$ cat src/rtl/pwm_ramp_pkg.sv
// rtl/pwm_ramp_pkg.sv - shared types and constants for the pwm duty ramp sequencer
package pwm_ramp_pkg;

  typedef enum logic [1:0] {
    IDLE = 2'd0,
    RAMP = 2'd1,
    DONE = 2'd2
  } state_t;

  // Smallest usable increment; a requested step of 0 is promoted to this.
  localparam int unsigned STEP_MIN = 1;

endpackage

$ cat src/rtl/pwm_ramp_step.sv
// rtl/pwm_ramp_step.sv - combinational saturating stepper moving duty toward target
module pwm_ramp_step #(
  parameter int WIDTH  = 8,
  parameter int STEP_W = 8
) (
  input  logic [WIDTH-1:0]  duty_i,
  input  logic [WIDTH-1:0]  target_i,
  input  logic [STEP_W-1:0] step_i,
  output logic [WIDTH-1:0]  next_o
);

  logic signed [WIDTH:0] diff;
  logic        [WIDTH:0] mag;
  logic        [WIDTH-1:0] step_w;

  // Land exactly on the target when within one step, otherwise move one step
  // toward it; since |diff| > step in that branch the result cannot wrap.
  always_comb begin
    diff   = $signed({1'b0, target_i}) - $signed({1'b0, duty_i});
    mag    = diff[WIDTH] ? unsigned'(-diff) : unsigned'(diff);
    step_w = WIDTH'(step_i);
    if (mag <= {1'b0, step_w}) begin
      next_o = target_i;
    end else if (diff[WIDTH]) begin
      next_o = duty_i - step_w;
    end else begin
      next_o = duty_i + step_w;
    end
  end

endmodule

$ cat src/rtl/pwm_duty_ramp.sv
// rtl/pwm_duty_ramp.sv - slew-limited duty sequencer; optional abort via PWM_DUTY_RAMP_ABORT_EN
module pwm_duty_ramp
  import pwm_ramp_pkg::*;
#(
  parameter int WIDTH  = 8,
  parameter int STEP_W = 8
) (
  input  logic              clk,
  input  logic              reset_n,
  input  logic              enable,
  input  logic              period_start,
  input  logic              tgt_valid,
  output logic              tgt_ready,
  input  logic [WIDTH-1:0]  tgt_duty,
  input  logic [STEP_W-1:0] tgt_step,
`ifdef PWM_DUTY_RAMP_ABORT_EN
  input  logic              abort,
  output logic              aborted,
`endif
  output logic [WIDTH-1:0]  duty,
  output logic              busy,
  output logic              done
);

  state_t              state_q, state_d;
  logic [WIDTH-1:0]    duty_q, duty_d;
  logic [WIDTH-1:0]    target_q, target_d;
  logic [STEP_W-1:0]   step_q, step_d;
  logic [WIDTH-1:0]    step_next;
`ifdef PWM_DUTY_RAMP_ABORT_EN
  logic                aborted_q, aborted_d;
`endif

  pwm_ramp_step #(
    .WIDTH  (WIDTH),
    .STEP_W (STEP_W)
  ) u_step (
    .duty_i   (duty_q),
    .target_i (target_q),
    .step_i   (step_q),
    .next_o   (step_next)
  );

  // Next-state logic: accept in IDLE, step on enabled period boundaries in RAMP.
  always_comb begin
    state_d  = state_q;
    duty_d   = duty_q;
    target_d = target_q;
    step_d   = step_q;
`ifdef PWM_DUTY_RAMP_ABORT_EN
    aborted_d = 1'b0;
`endif
    case (state_q)
      IDLE: begin
        // Accepting is allowed even with enable low; only ramp progress freezes.
        if (tgt_valid) begin
          target_d = tgt_duty;
          step_d   = (tgt_step == '0) ? STEP_W'(STEP_MIN) : tgt_step;
          state_d  = RAMP;
        end
      end
      RAMP: begin
`ifdef PWM_DUTY_RAMP_ABORT_EN
        // Abort is an override: it wins over a step and acts even when frozen.
        if (abort) begin
          state_d   = IDLE;
          aborted_d = 1'b1;
        end else
`endif
        if (enable) begin
          if (duty_q == target_q) begin
            state_d = DONE;
          end else if (period_start) begin
            duty_d = step_next;
          end
        end
      end
      DONE: begin
        state_d = IDLE;
      end
      default: begin
        state_d = IDLE;
      end
    endcase
  end

  // State and datapath registers with synchronous active-low reset.
  always_ff @(posedge clk) begin
    if (!reset_n) begin
      state_q  <= IDLE;
      duty_q   <= '0;
      target_q <= '0;
      step_q   <= STEP_W'(STEP_MIN);
`ifdef PWM_DUTY_RAMP_ABORT_EN
      aborted_q <= 1'b0;
`endif
    end else begin
      state_q  <= state_d;
      duty_q   <= duty_d;
      target_q <= target_d;
      step_q   <= step_d;
`ifdef PWM_DUTY_RAMP_ABORT_EN
      aborted_q <= aborted_d;
`endif
    end
  end

  assign tgt_ready = (state_q == IDLE);
  assign busy      = (state_q == RAMP);
  assign done      = (state_q == DONE);
  assign duty      = duty_q;
`ifdef PWM_DUTY_RAMP_ABORT_EN
  assign aborted   = aborted_q;
`endif

endmodule

$ cat config.mk
export PLATFORM = sky130hd
export DESIGN_NAME = pwm_duty_ramp
export DESIGN_NICKNAME = d
export VERILOG_FILES = /design/src/rtl/pwm_ramp_pkg.sv /design/src/rtl/pwm_ramp_step.sv /design/src/rtl/pwm_duty_ramp.sv
export SDC_FILE = /design/constraint.sdc
export NUM_CORES = 1
export LEC_CHECK = 0
export CORE_MARGIN = 1.5
export CORE_UTILIZATION = 45
export CTS_CLUSTER_DIAMETER = 80
export DETAILED_ROUTE_END_ITERATION = 7
export DONT_BUFFER_PORTS = 1
export GPL_TIMING_DRIVEN = 0
export HOLD_SLACK_MARGIN = 0.08
export PLACE_DENSITY_LB_ADDON = 0.2
export SYNTH_ARGS = -nofsm -noshare
export SYNTH_HDL_FRONTEND = slang
export SYNTH_HIERARCHICAL = 1
export SYNTH_SLANG_ARGS = --single-unit
export TNS_END_PERCENT = 20
$ cat constraint.sdc
create_clock -name clk -period 5.1 [get_ports clk]
set_input_delay 0.255 -clock clk [delete_from_list [all_inputs] [get_ports clk]]
set_output_delay 0.255 -clock clk [all_outputs]
set_load 0.02 [all_outputs]
==> results of run 1 <==
==> registers in the layout (all words and copies together), names as in the netlist <==
signal    flops
duty          8
state_q       2
target_q      8
step_q        8
==> worst reg2reg max path: cells and delay by family (launching register included) <==
| kind | cells | cell delay [ns] |
|---|---|---|
| compound gates | 8 | 1.74 |
| fa+ha+maj | 3 | 0.93 |
| simple gates | 4 | 0.59 |
| flops | 1 | 0.57 |
| mux | 2 | 0.47 |
| buf+inv | 1 | 0.05 |
==> worst max-delay path by stage <==
stage / end / slack [ns] / cells after the start
detailed placement: duty[3] / 0.64 / 18
global route: duty[7] / 0.44 / 18
global placement: duty[3] / 0.65 / 18
CTS: duty[3] / 0.63 / 18
floorplan: duty[2] / 1.15 / 17
finish: duty[3] / 0.66 / 18
==> cell type report <==
type | count | area share, %
multi-input cells | 230 | 68.0
flip-flops and latches | 26 | 20.9
well taps | 70 | 3.52
inverters | 22 | 3.32
clock buffers | 4 | 2.21
plain buffers | 8 | 2.01
==> layer usage <==
layer / global-route usage [%] / routed length, µm
met4: 3.77 / 53
met1: 26.6 / 2440
met3: 1.74 / 131
met2: 32.3 / 2410
met5: 0 / 0
==> layout by cell type, fill, tap and decap left out, types with 2 or more instances in the layout <==
master,count
nand3_1,5
mux2i_1,9
a21boi_0,11
xor2_1,6
o211a_1,2
dfxtp_1,26
a21o_1,2
and3_1,2
nand2_1,55
nand2b_1,3
o31ai_1,2
o21ai_0,13
a21oi_1,9
nand4_1,2
o21a_1,3
inv_1,22
and2_1,2
clkbuf_1,4
a21boi_1,4
nor2_1,12
mux2_2,7
o31a_2,2
clkbuf_8,4
buf_6,2
xnor2_1,25
nor2b_1,5
ha_1,25
fa_1,2
==> cell usage after synthesis, types with 2 or more instances <==
master / count / area (µm²)
nand2_1: 55 / 206
inv_1: 22 / 82.6
ha_1: 25 / 313
nor2_1: 12 / 45.0
and2_1: 2 / 12.5
nand2b_1: 3 / 18.8
clkbuf_1: 4 / 15.0
mux2_2: 7 / 78.8
nand4_1: 2 / 12.5
o31a_2: 2 / 20.0
o21ai_0: 13 / 65.1
xnor2_1: 25 / 219
o21a_1: 3 / 22.5
mux2i_1: 9 / 90.1
a21boi_1: 4 / 30.0
fa_1: 2 / 40.0
buf_6: 2 / 22.5
a21oi_1: 9 / 45.0
xor2_1: 6 / 52.6
o211a_1: 2 / 20.0
nand3_1: 5 / 25.0
nor2b_1: 5 / 31.3
and3_1: 2 / 12.5
dfxtp_1: 26 / 521
a21boi_0: 11 / 82.6
o31ai_1: 2 / 15.0
a21o_1: 2 / 15.0
==> cell families after synthesis <==
family          count (synthesis)
xor+xnor                       32
mux                            16
buf+inv                        30
fa+ha+maj                      27
simple gates                   94
compound gates                 61
flops                          26
==> power by group through the flow <==
stage	registers [mW]	clock network, mW	logic [mW]
final	0.259	0.132	0.997
after floorplan	0.254	0	0.841
after detailed placement	0.264	0	0.997
after CTS	0.259	0.135	1.00
after global placement	0.263	0	0.989
after global routing	0.262	0.144	1.11
==> results.sh, run 1 <==
export IMPL_cts_root_buf="clkbuf_8"
export IMPL_start_util_pct=46.2
export IMPL_seqPwrFrac_pct=18.7
export IMPL_cap_violations=0
export IMPL_min_to="state_q[0]"
export IMPL_setup_violations=0
export IMPL_antenna_cells=0
export IMPL_end_kind="flop"
export IMPL_cp_max_fo=8
export IMPL_die_area_mm2=0.00566
export IMPL_timing_critical_path_from="duty[0]"
export IMPL_status="completed"
export IMPL_ios=32
export IMPL_crit_arrival_ns=4.61
export IMPL_clockBufferDepth=2
export IMPL_rows=26
export IMPL_tns_ns=0
export IMPL_syn_inst=286
export IMPL_cts_hold_buf=0
export IMPL_path_buf_inv=1
export IMPL_startpoint_type="flop"
export IMPL_skew_ns=0.00545
export IMPL_worstSetupPathType="reg2reg"
export IMPL_swShare_pct=42.9
export IMPL_synth_xor_area_share_pct=12.3
export IMPL_period_minus_slack_ns=4.44
export IMPL_rrSetupSlack_ns=0.66
export IMPL_yosys_most_used_dff="dfxtp_1"
export IMPL_stdcell_area_mm2=0.00249
export IMPL_synth_top_family_by_area="compound AO/OA/AOI/OAI gates"
export IMPL_yosysWarningCount=6
export IMPL_hp_class="in2reg"
export IMPL_clkSinkCount=26
export IMPL_power_density_mw_per_mm2=558
export IMPL_netlist_area_mm2=0.00235
export IMPL_multi_input_area_mm2=0.00169
export IMPL_synth_edf_count=0
export IMPL_reg2reg_to="duty[3]"
export IMPL_relSlewSlack_pct=70.7
export IMPL_syn_to_final_growth_pct=6.08
export IMPL_dr_pass1_iters=4
export IMPL_hpwl_mm=4.21
export IMPL_reg2reg_depth=18
export IMPL_overflow=0
export IMPL_synth_cell_types=51
export IMPL_cts_buffers=3
export IMPL_synth_compound_area_share_pct=19.4
export IMPL_syn_num_nets=334
export IMPL_crit_chain="ha_1 -> inv_1 -> fa_1 -> a21oi_1 -> o211a_1 -> or2_0 -> nand2_1 -> o21ai_0 -> ha_1 -> nor2b_1 -> o21ai_0 -> a21oi_1 -> o31a_2 -> o31a_2 -> a41oi_4 -> mux2_2 -> nand2_1 -> mux2i_1"
export IMPL_tightestPinTransition_ns=0.439
export IMPL_dp_cells=356
export IMPL_final_hold_violation_count=0
export IMPL_async_flop_share_pct=0
export IMPL_post_cts_resized=0
export IMPL_slowest_delay_ns=0.57
export IMPL_ys_seq_elements=26
export IMPL_synthAdderAreaFrac_pct=15.0
export IMPL_fin_crit_sh_pct=87.1
export IMPL_htree_levels=1
export IMPL_muxShareOfSynthArea_pct=7.20
export IMPL_antenna_found_initial=0
export IMPL_maxSlewViolCount=0
export IMPL_fmax_mhz=225
export IMPL_cts_clk_slew_worst_paths_ns=0.09
export IMPL_route_detailed_drc=0
export IMPL_via_count=1915
export IMPL_cts_tree="done"
export IMPL_crit_required_ns=5.27
export IMPL_path_delay_family="compound AO/OA/AOI/OAI gates"
export IMPL_peakVddDrop_mv=0.235
export IMPL_drive_gt1_share_pct=8.97
export IMPL_fp_dieH_um=75.2
export IMPL_dp_slack_ns=0.642
export IMPL_port_buffers=0
export IMPL_wl_mm=5.04
export IMPL_postLayoutSetupSlackWorst_ns=0.658
export IMPL_slowest_stage="dfxtp_1"
export IMPL_core_mm2=0.00507
export IMPL_hold_slack_ns=0.0931
export IMPL_grt_pass1_vias=1755
export IMPL_grt_max_degree=15
export IMPL_nets=339
export IMPL_fillers=535
export IMPL_clkLatencyLatePin_ns=0.27
export IMPL_hold_depth=1
export IMPL_p_leak_nw=0.963
export IMPL_final_util_pct=49.0
export IMPL_groute_usage_overall_pct=19.1
export IMPL_route_detailed_vias_per_inst=5.32
export IMPL_antenna_left=0
export IMPL_power_internal_uw=792
export IMPL_synth_simple_area_share_pct=18.3
export IMPL_drt_iter0_drc=57
export IMPL_power_mw=1.39
export IMPL_avgSynthCellArea_um2=8.20
export IMPL_worstHoldStart="enable"
export IMPL_placed_cell_area_mm2=0.00243
export IMPL_gp_congestion=0.807
export IMPL_die_w_um=75.2
export IMPL_grt_pass1_wl_mm=8.32
export IMPL_wl_per_cell_um=14.0
export IMPL_cts_setup_buffers=0
export IMPL_seq_area_frac_synth_pct=22.2
export IMPL_p_clk_share_pct=9.5
export IMPL_p_comb_share_pct=71.9
export IMPL_r2r_start="duty[0]"
export IMPL_layout_cells_non_filler=360
export IMPL_switchingPower_uw=596
export IMPL_rsz0062_at_grt="no"
export IMPL_regArea_um2=520
No activity file was read; power rests on OpenSTA's default activity.
==> run 2, diff against run 1 <==
SYNTH_HIERARCHICAL = default   (was 1)
==> run 2 against run 1 <==
Against the previous run: register-to-register slack lost 0.14 ns; clock skew down 0.0033 ns; non-clock buffer count rose by 2; power is 23% lower; cell area is 1.8% lower; via count rose by 7.9%; flip-flop and latch count is the same; die area decreased by 2.4%; critical path depth unchanged; cell count is 0.28% higher; area after synthesis fell by 2.5%; synthesized cell count up 1.4%.
==> results.sh, run 2 <==
export IMPL_ios=32
export IMPL_cp_max_fo=10
export IMPL_period_minus_slack_ns=4.59
export IMPL_status="completed"
export IMPL_drive_gt1_share_pct=5.10
export IMPL_hp_class="in2reg"
export IMPL_synth_cell_types=52
export IMPL_grt_pass1_vias=1902
export IMPL_final_hold_violation_count=0
export IMPL_ys_seq_elements=26
export IMPL_start_util_pct=47.5
export IMPL_cts_clk_slew_worst_paths_ns=0.09
export IMPL_synth_largest_area_cell="dfxtp_1"
export IMPL_port_buffers=0
export IMPL_cts_root_buf="clkbuf_8"
export IMPL_syn_inst=290
export IMPL_relSlewSlack_pct=63.3
export IMPL_wl_mm=5.51
export IMPL_fin_crit_sh_pct=89.9
export IMPL_post_cts_resized=0
export IMPL_fmax_mhz=218
export IMPL_grt_max_degree=16
export IMPL_cts_setup_buffers=0
export IMPL_tns_ns=0
export IMPL_synth_edf_count=0
export IMPL_yosysWarningCount=0
export IMPL_syn_to_final_growth_pct=6.78
export IMPL_overflow=0
export IMPL_slowest_stage="dfxtp_1"
export IMPL_via_count=2067
export IMPL_stdcell_area_mm2=0.00244
export IMPL_clkLatencyLatePin_ns=0.27
export IMPL_crit_arrival_ns=4.75
export IMPL_tightestPinTransition_ns=0.549
export IMPL_peakVddDrop_mv=0.275
export IMPL_p_leak_nw=0.985
export IMPL_fillers=505
export IMPL_path_delay_family="compound AO/OA/AOI/OAI gates"
export IMPL_hpwl_mm=4.49
export IMPL_async_flop_share_pct=0
export IMPL_worstSetupPathType="reg2reg"
export IMPL_antenna_left=0
export IMPL_gp_congestion=0.817
export IMPL_path_buf_inv=3
export IMPL_cts_buffers=3
export IMPL_nets=343
export IMPL_synth_common_cells="nand2_1 (38), dfxtp_1 (26), ha_1 (25)"
export IMPL_placed_cell_area_mm2=0.00237
export IMPL_final_cell_mix="nand2_1 (38), dfxtp_1 (26), ha_1 (25)"
export IMPL_grt_pass1_wl_mm=8.96
export IMPL_fp_dieH_um=74.3
export IMPL_netlist_area_mm2=0.00229
export IMPL_end_kind="flop"
export IMPL_synth_most_common_cell="nand2_1"
export IMPL_rsz0062_at_grt="no"
export IMPL_synth_area_leaders="dfxtp_1 (23%), ha_1 (14%), nand2_1 (6.2%), xnor2_1 (5.4%), a21boi_0 (4.9%)"
export IMPL_layout_commonest_cell="nand2_1"
export IMPL_antenna_cells=0
export IMPL_core_mm2=0.00482
export IMPL_seq_area_frac_synth_pct=22.7
export IMPL_crit_required_ns=5.27
export IMPL_multi_input_area_mm2=0.00164
export IMPL_avgSynthCellArea_um2=7.89
export IMPL_syn_num_nets=338
export IMPL_route_detailed_drc=0
export IMPL_cp_common_cell="a21o_1"
export IMPL_final_util_pct=50.7
export IMPL_drt_iter0_drc=94
export IMPL_setup_violations=0
export IMPL_maxSlewViolCount=0
export IMPL_route_detailed_vias_per_inst=5.73
export IMPL_power_density_mw_per_mm2=437
export IMPL_regArea_um2=520
export IMPL_cap_violations=0
export IMPL_skew_ns=0.00213
export IMPL_yosys_most_used_dff="dfxtp_1"
export IMPL_htree_levels=1
export IMPL_clockBufferDepth=2
export IMPL_slowest_delay_ns=0.51
export IMPL_crit_chain="ha_1 -> inv_1 -> fa_1 -> a21o_1 -> a21oi_2 -> o21a_1 -> clkbuf_1 -> o21ai_1 -> xnor2_1 -> ha_1 -> a21o_1 -> a21o_1 -> a21o_1 -> a211oi_1 -> and2b_1 -> clkbuf_1 -> o31a_1 -> a32o_1"
export IMPL_die_w_um=74.3
export IMPL_cts_hold_buf=0
export IMPL_die_area_mm2=0.00552
export IMPL_synth_top_area_share_pct=22.7
export IMPL_rows=25
export IMPL_dr_pass1_iters=4
export IMPL_clkSinkCount=26
export IMPL_groute_usage_overall_pct=20.8
export IMPL_power_mw=1.07
export IMPL_antenna_found_initial=0
export IMPL_startpoint_type="flop"
export IMPL_cts_tree="done"
export IMPL_wl_per_cell_um=15.3
## run 2: cell types whose count changed in the layout (fill, tap and decap cells not counted), moves of 6 or more
cell	change
a21o_1	+6
o21ai_1	+9
a21oi_1	+6
xnor2_1	-11
mux2i_1	-7
mux2_2	-7
nand2_1	-17
## run 2: path summary, 6_finish.rpt
check / from / endpoint / slack, ns / cells past startpoint
max: duty[0] / duty[2] / 0.51 / 18
min: tgt_duty[2] / target_q[2] / 0.12 / 2
max reg2reg: duty[0] / duty[2] / 0.51 / 18
min reg2reg: target_q[0] / target_q[0] / 0.50 / 2
## run 2: kinds of logic after synthesis
group	after synthesis	synth area share [%]
fa+ha+maj	27	15.4
buf+inv	31	5.58
mux	2	0.875
flops	26	22.7
simple gates	90	20.3
xor+xnor	20	7.65
compound gates	94	27.4
## run 2: power by group
| part | internal (mW) | switching (mW) |
|---|---|---|
| clock network | 0.105 | 0.0657 |
| logic | 0.274 | 0.380 |
| registers | 0.218 | 0.0240 |
| total | 0.597 | 0.470 |
## run 2: final cells by class
cell class | count | area share, %
inverter | 21 | 3.23
sequential | 26 | 21.3
buffer | 10 | 2.00
tap | 67 | 3.43
clock inverter | 1 | 1.23
clock buffer | 3 | 1.69
multi-input combinational | 233 | 67.1
## run 2: per-stage QoR
stage	instances	setup WS, ns	hold WS [ns]
after floorplan	290	1.04	0.393
after global placement	357	0.540	0.402
after detailed placement	357	0.549	0.405
after CTS	361	0.518	0.116
after global routing	361	0.180	0.115
final	361	0.515	0.116
## run 2: routing by layer
| layer | GRT usage, % | share of wire [%] | vias to the layer above |
|---|---|---|---|
| li1 | - | - | 1049 |
| met1 | 30.2 | 48 | 964 |
| met2 | 33.7 | 47 | 48 |
| met3 | 1.63 | 4.2 | 6 |
| met4 | 4.65 | 0.93 | 0 |
| met5 | 0 | 0 | - |
==> run 3, diff against run 2 <==
ABC_AREA = 1   (was default)
==> run 3 against run 2 <==
Against the previous run: cell count increased by 21%; sequential share of layout area decreased by 0.86 points; combinational power increased by 11%; die area increased by 4.1%; clock-buffer cell count unchanged; largest cell class unchanged.
==> results.sh, run 3 <==
export IMPL_status="completed"
export IMPL_gp_congestion=0.894
export IMPL_antenna_left=0
export IMPL_tightestPinTransition_ns=0.530
export IMPL_period_minus_slack_ns=3.82
export IMPL_multi_input_area_mm2=0.00157
export IMPL_overflow=0
export IMPL_wl_per_cell_um=12.8
export IMPL_peakVddDrop_mv=0.182
export IMPL_antenna_cells=0
export IMPL_die_area_mm2=0.00575
export IMPL_cts_buffers=3
export IMPL_hpwl_mm=4.73
export IMPL_synth_area_leaders="dfxtp_1 (22%), ha_1 (13%), nand2_1 (12%), inv_1 (11%), a21oi_1 (6.9%)"
export IMPL_ios=32
export IMPL_grt_pass1_wl_mm=9.15
export IMPL_path_delay_family="simple AND/OR/NAND/NOR gates"
export IMPL_setup_violations=0
export IMPL_core_mm2=0.00511
export IMPL_seq_area_frac_synth_pct=21.8
export IMPL_dr_pass1_iters=4
export IMPL_synth_common_cells="nand2_1 (76), inv_1 (67), a21oi_1 (33)"
export IMPL_drive_gt1_share_pct=8.99
export IMPL_rsz0062_at_grt="no"
export IMPL_power_mw=1.14
export IMPL_synth_cell_types=31
export IMPL_final_hold_violation_count=0
export IMPL_wl_mm=5.61
export IMPL_async_flop_share_pct=0
export IMPL_yosysWarningCount=0
export IMPL_skew_ns=0.00435
export IMPL_slowest_delay_ns=0.54
export IMPL_synth_most_common_cell="nand2_1"
export IMPL_ys_seq_elements=26
export IMPL_final_cell_mix="nand2_1 (76), inv_1 (67), a21oi_1 (33)"
export IMPL_nets=416
export IMPL_die_w_um=75.8
export IMPL_cp_common_cell="nand2_1"
export IMPL_synth_largest_area_cell="dfxtp_1"
export IMPL_syn_inst=363
export IMPL_route_detailed_vias_per_inst=4.97
export IMPL_groute_usage_overall_pct=21.4
export IMPL_maxSlewViolCount=0
export IMPL_tns_ns=0
export IMPL_syn_to_final_growth_pct=6.66
export IMPL_slowest_stage="dfxtp_1"
export IMPL_crit_chain="inv_1 -> fa_1 -> xor2_1 -> nor3_1 -> and3_1 -> nand2_1 -> o21ai_0 -> xor2_1 -> inv_1 -> ha_1 -> nand3_1 -> nor2_1 -> a21oi_1 -> nand2_1 -> nand2_1 -> nand2_4 -> buf_12 -> nand2_2 -> nand2_1 -> o21ai_1 -> inv_1"
export IMPL_yosys_most_used_dff="dfxtp_1"
export IMPL_hp_class="in2reg"
export IMPL_netlist_area_mm2=0.00239
export IMPL_crit_required_ns=5.28
export IMPL_end_kind="flop"
export IMPL_layout_commonest_cell="nand2_1"
export IMPL_relSlewSlack_pct=64.7
export IMPL_cp_max_fo=10
export IMPL_port_buffers=0
export IMPL_drt_iter0_drc=75
export IMPL_worstSetupPathType="reg2reg"
export IMPL_fin_crit_sh_pct=74.9
export IMPL_cts_hold_buf=0
export IMPL_cts_clk_slew_worst_paths_ns=0.09
export IMPL_cts_setup_buffers=0
export IMPL_start_util_pct=46.7
export IMPL_rows=26
export IMPL_regArea_um2=520
export IMPL_fp_dieH_um=75.8
export IMPL_fillers=552
export IMPL_route_detailed_drc=0
export IMPL_grt_max_degree=16
export IMPL_clkSinkCount=26
export IMPL_synth_edf_count=0
export IMPL_grt_pass1_vias=2055
export IMPL_clockBufferDepth=2
export IMPL_cts_tree="done"
export IMPL_startpoint_type="flop"
export IMPL_power_density_mw_per_mm2=448
export IMPL_cts_root_buf="clkbuf_8"
export IMPL_path_buf_inv=4
export IMPL_avgSynthCellArea_um2=6.58
export IMPL_fmax_mhz=262
export IMPL_syn_num_nets=411
export IMPL_antenna_found_initial=0
export IMPL_cap_violations=0
export IMPL_via_count=2171
export IMPL_post_cts_resized=0
export IMPL_htree_levels=1
export IMPL_clkLatencyLatePin_ns=0.27
export IMPL_p_leak_nw=1.30
export IMPL_crit_arrival_ns=4.00
export IMPL_synth_top_area_share_pct=21.8
-- run 3: changes by cell type in the layout (fill, tap and decap cells not counted), moves of 12 or more --
cell and delta:
a21oi_1 +18, nand2_2 +12, a21boi_0 -15, nand3_1 +17, inv_1 +46, nand2_1 +38
-- run 3: power breakdown --
group	internal, mW	total, mW	switching [mW]
Combinational	0.278	0.726	0.448
Clock	0.105	0.173	0.0682
Sequential	0.220	0.240	0.0198
Total	0.603	1.14	0.536
-- run 3: through the flow --
step	instance area, µm²	util (%)	instances	worst slack [ns]	hold WS [ns]
2_1_floorplan	2390	-	363	1.74	0.392
3_3_place_gp	2470	48.5	433	1.29	0.404
3_5_place_dp	2470	48.5	433	1.30	0.404
4_1_cts	2550	49.9	437	1.27	0.104
5_1_grt	2550	49.9	437	0.897	0.125
6_report	2550	49.9	437	1.28	0.108
-- run 3: final cells by class --
class | instances | share of cell area [%]
multi-input combinational | 261 | 61.5
sequential | 26 | 20.4
inverter | 70 | 10.3
tap | 70 | 3.44
clock buffer | 3 | 1.62
buffer | 6 | 1.52
clock inverter | 1 | 1.18
-- run 3: per-layer routing --
layer,vias to the layer above,global-route usage (%),wire length (µm)
li1,1162,-,-
met1,961,28.0,2740
met2,44,37.5,2570
met3,4,3.84,266
met4,0,2.98,34
met5,-,0,0
-- run 3: final timing paths --
path | depth (start not counted) | end | slack (ns) | start
min reg2reg | 1 | state_q[1] | 0.49 | state_q[1]
max | 21 | duty[0] | 1.28 | duty[1]
max reg2reg | 21 | duty[0] | 1.28 | duty[1]
min | 2 | step_q[1] | 0.11 | reset_n
-- run 3: kinds of logic (layout without fill, tap and decap cells) --
logic type | after synthesis | in the layout | share of synthesized area, %
adder cells (fa/ha/maj) | 27 | 27 | 14.8
XOR/XNOR | 18 | 18 | 6.60
buffers and inverters | 76 | 80 | 12.6
AO/OA/AOI/OAI | 59 | 59 | 13.1
AND/OR/NAND/NOR | 157 | 157 | 31.1
flip-flops | 26 | 26 | 21.8
